<file path="src/rtl/tag_return_arbiter.sv">
// Collects freed reservation-station tags from several completion sources and
// writes them one per cycle, round-robin, into the free-tag FIFO.
module tag_return_arbiter #(
  parameter int TAG_WIDTH = 6,
  parameter int NUM_SRC   = 4
) (
  input  logic                             clk,
  input  logic                             reset,
  input  logic                             flush,
  input  logic [NUM_SRC-1:0]               src_valid,
  input  logic [NUM_SRC*TAG_WIDTH-1:0]     src_tag,
  output logic [NUM_SRC-1:0]               src_ready,
  input  logic                             ren_tf,
  input  logic                             ff_tf,
  output logic [TAG_WIDTH-1:0]             cdb_tag_tf,
  output logic                             cdb_tag_tf_valid,
  output logic [$clog2(NUM_SRC+1)-1:0]     pending
);

  localparam int RR_W  = $clog2(NUM_SRC);
  localparam int CNT_W = $clog2(NUM_SRC + 1);

  logic [NUM_SRC-1:0]   r_held_v;
  logic [TAG_WIDTH-1:0] r_held_tag [NUM_SRC];
  logic [RR_W-1:0]      r_rr;
  logic [CNT_W-1:0]     r_pending;

  logic                 w_can_issue;
  logic [RR_W-1:0]      w_idx;
  logic [RR_W-1:0]      w_winner;
  logic [RR_W-1:0]      w_rr_next;
  logic [NUM_SRC-1:0]   w_accept;
  logic [NUM_SRC-1:0]   w_held_v_next;
  logic [CNT_W-1:0]     w_count;

  // Walk the offsets from farthest to nearest so the slot closest to r_rr wins.
  always_comb begin
    w_idx    = '0;
    w_winner = '0;
    for (int k = NUM_SRC - 1; k >= 0; k--) begin
      w_idx = RR_W'((int'(r_rr) + k) % NUM_SRC);
      if (r_held_v[w_idx]) w_winner = w_idx;
    end
  end

  assign w_can_issue = (|r_held_v) & ~ren_tf & ~ff_tf & ~flush;
  assign w_rr_next   = (w_winner == RR_W'(NUM_SRC - 1)) ? '0 : w_winner + RR_W'(1);

  // A slot being issued this cycle can take a new tag at the same edge.
  always_comb begin
    src_ready = '0;
    for (int i = 0; i < NUM_SRC; i++) begin
      src_ready[i] = ~flush & (~r_held_v[i] | (w_can_issue & (w_winner == RR_W'(i))));
    end
  end

  assign w_accept = src_valid & src_ready;

  always_comb begin
    w_held_v_next = r_held_v;
    if (w_can_issue) w_held_v_next[w_winner] = 1'b0;
    w_held_v_next = w_held_v_next | w_accept;
    if (flush) w_held_v_next = '0;
    w_count = '0;
    for (int i = 0; i < NUM_SRC; i++) begin
      w_count = w_count + CNT_W'(w_held_v_next[i]);
    end
  end

  always_ff @(posedge clk or posedge reset) begin
    if (reset) begin
      r_held_v  <= '0;
      r_rr      <= '0;
      r_pending <= '0;
      // NOTE: the tag slots are cleared on reset so cdb_tag_tf never carries X.
      for (int i = 0; i < NUM_SRC; i++) r_held_tag[i] <= '0;
    end else begin
      r_held_v  <= w_held_v_next;
      r_pending <= w_count;
      if (flush)            r_rr <= '0;
      else if (w_can_issue) r_rr <= w_rr_next;
      for (int i = 0; i < NUM_SRC; i++) begin
        if (w_accept[i]) r_held_tag[i] <= src_tag[i*TAG_WIDTH +: TAG_WIDTH];
      end
    end
  end

  assign cdb_tag_tf_valid = w_can_issue;
  assign cdb_tag_tf       = w_can_issue ? r_held_tag[w_winner] : '0;
  assign pending          = r_pending;

endmodule

</file>
<file path="config.mk">
export PLATFORM = sky130hd
export DESIGN_NAME = tag_return_arbiter
export DESIGN_NICKNAME = d
export VERILOG_FILES = /design/src/rtl/tag_return_arbiter.sv
export SDC_FILE = /design/constraint.sdc
export NUM_CORES = 1
export LEC_CHECK = 0
export CAP_MARGIN = 5
export CORE_MARGIN = 1.5
export CORE_UTILIZATION = 48
export DETAILED_ROUTE_END_ITERATION = 12
export PLACE_DENSITY = 0.79
export SYNTH_ARGS = -nofsm -noshare
export SYNTH_HDL_FRONTEND = slang
export SYNTH_SLANG_ARGS = --single-unit
</file>
<file path="constraint.sdc">
create_clock -name clk -period 2.9 [get_ports clk]
set_input_delay 0.58 -clock clk [delete_from_list [all_inputs] [get_ports clk]]
set_output_delay 0.58 -clock clk [all_outputs]
set_load 0.05 [all_outputs]
</file>
==> summary.txt <==
Reg clk slew, reported paths - 100 ps
diode count - 0
met2 Use GR - 0.357
Worst Path Arrival - 2330 ps
initial antenna violation count - 0
total number of vias - 1,416
GPL Wtd Cong - 0.889
crit path launch type - register
area of the multi-input gates - 977 µm²
antenna viol nets, final - 0
Max Cap Viol - 0
Worst setup EP type - output port
sequential-to-total area share from yosys stat - 0.472
Crit-path slowest cell - dfrtp_2
clock sink count - 33
Critical Path, Cell by Cell - buf_4 -> nand2b_4 -> a21oi_4 -> nor3_4 -> buf_4 -> buf_12 -> mux2i_1 -> a211oi_2 -> buf_12
die height - 63.4 µm
Overflow after GRT - 0
CTS Hold Bufs - 0
Reg area - 831 µm²
Yosys reg bits - 33
FILL cells - 205
clk_lat worst skew - 340 ps
WP buf/inv - 4
TNS Setup - -14.7 ps
DP HPWL - 3150 µm
critical path required time - 2320 ps
Avg Synthesized Cell Area - 12.4 µm²
Root Buffer Master - clkbuf_4
Highest Clock Rate - 343 MHz
Tmin final - 2910 ps
number of global-route vias before repair - 1,442
Area Overhead vs Synth - 51.6%
RSZ-0062 raised after global routing - true
Pre-antenna DRT Iters - 4
final worst slack - -14.7 ps
# rows - 21
Slew Viols, Final - 0
DR DRC count - 0
Least-Margin Pin Slew - 524 ps
critical path peak fanout - 5
synthesized cell area - 0.00175 mm²
PortBufs - 46
worst rel slew slack - 0.645
Final Hold Vio Count - 0
CP peak stage delay - 450 ps
Final Power - 1.34 mW
total track usage - 0.225
synthesized instance count - 141
Pleak - 1.08 nW
violated checks - setup timing
# IOs - 47
TritonCTS clock tree - built
Clock Skew - 7.03 ps
Hold WC Path Type - register to register
Pwr Density - 505 mW/mm²
global-route wire length before repair - 6940 µm
final period utilization - 1.01
Peak VDD IR - 0.000297 V
htree depth - 2
Avg WL per Cell - 17.8 µm
DIE AREA - 0.00402 mm²
number of vias per cell - 5.57
status - complete, but fails checks
# setup viols final - 1
final wirelength - 4520 µm
Die W - 63.4 µm
core area - 0.00342 mm²
Crit Path Class - register to output port
number of DRC markers in iteration 0 - 117
initial core utilization - 0.512
CP top delay family - buffers and inverters
Synth cell types - 34
Max Root-Sink Buffers - 2
met1 GRT Util - 0.311
syn nets - 178
yosys synthesis warning count - 0
largest net degree at the start of global routing - 34
grt met3 use - 0.0339
nets - 245
CTS Buf Count - 5
busiest grt layer - met2
layout cells sized above 1 - 0.428
[path summary, 6_finish.rpt]
kind,start,to,slack [ps],cells past startpoint
hold / removal,r_held_tag[5],r_held_tag[5],510,1
hold reg to reg,r_held_tag[5],r_held_tag[5],510,1
max in group asynchronous,reset,r_held_v[0],1960,3
setup / recovery,r_rr[1],cdb_tag_tf[0],-10,9
min in group asynchronous,reset,pending[2],620,3
setup reg to reg,r_held_v[1],pending[1],130,9
[power by group]
part,switching [mW],total [mW],internal (mW)
clock network,0.148,0.262,0.114
logic,0.238,0.481,0.243
registers,0.0541,0.598,0.544
[Yosys cell counts (all sizes together)]
library cell   n  area share
fa             1       0.011
a31o           1      0.0050
buf            1      0.0064
o22ai          1      0.0071
nor3           2       0.012
a21boi         2      0.0086
nor2          10       0.023
nand2          2      0.0043
nor4b          6       0.030
mux2          24        0.15
nand2b         2      0.0071
inv            8       0.019
a41oi          1       0.016
clkinv         1      0.0021
clkbuf         2      0.0043
o21a           4       0.017
a32oi          1       0.016
mux2i          7       0.040
nor4           2       0.016
ha             3       0.021
a211oi        14       0.060
nor2b          2      0.0071
o31a           1      0.0050
and3           3       0.014
a21oi          4       0.014
dfrtp         33        0.47
o21ai          3      0.0086
[area by class of cell]
class                      instances  share of cell area
timing repair buffer              63               0.262
multi-input combinational         96               0.368
sequential                        33               0.313
tap                               46              0.0217
clock buffer                       7              0.0207
inverter                           9              0.0146
[state kept, by name, summed over array words and instances (netlist names)]
name / flops
r_held_v: 4
r_held_tag: 24
pending: 3
r_rr: 2
[through the flow]
step                 util  instance area (µm²)  instances  hold slack [ps]  setup slack [ps]
floorplan               -                 1760        141              471              -257
global placement    0.704                 2400        238              486              42.4
detailed placement  0.704                 2400        238              493              -145
CTS                 0.734                 2510        246              515             0.897
global route        0.777                 2650        254              535             -86.7
finish              0.777                 2650        254              509             -14.7
[logic make-up (layout without fill, tap and decap cells)]
| logic type | Yosys count | after routing | share of synthesized area |
|---|---|---|---|
| AOI/OAI and AO/OA | 32 | 32 | 0.157 |
| adders and majority gates | 4 | 4 | 0.0329 |
| DFF | 33 | 33 | 0.472 |
| buffers and inverters | 12 | 79 | 0.0314 |
| muxes | 31 | 31 | 0.194 |
| and+or+nand+nor | 29 | 29 | 0.113 |
[metal layers]
metal  vias up  routed length (µm)
met5         -                   0
met4         0                  65
met3         8                 238
met2        51                2310
met1       702                1910
li1        655                   -
[repair_timing]
| action | in CTS | in global routing |
|---|---|---|
| buffers inserted | 1 | 8 |
| pin swaps | 1 | 7 |
| resized for setup | 7 | 23 |
| setup endpoints to repair | 8 | 9 |
[placed cells by master (no fill, tap or decap), drive strengths merged, types with 4 or more instances in the layout]
cell type	instances
nor4b	6
clkdlybuf4s50	35
inv	7
mux2i	7
dfrtp	33
a211oi	14
nor2	10
clkbuf	8
a21oi	4
mux2	24
buf	27
o21a	4
Power figures use the tool's default switching activity.
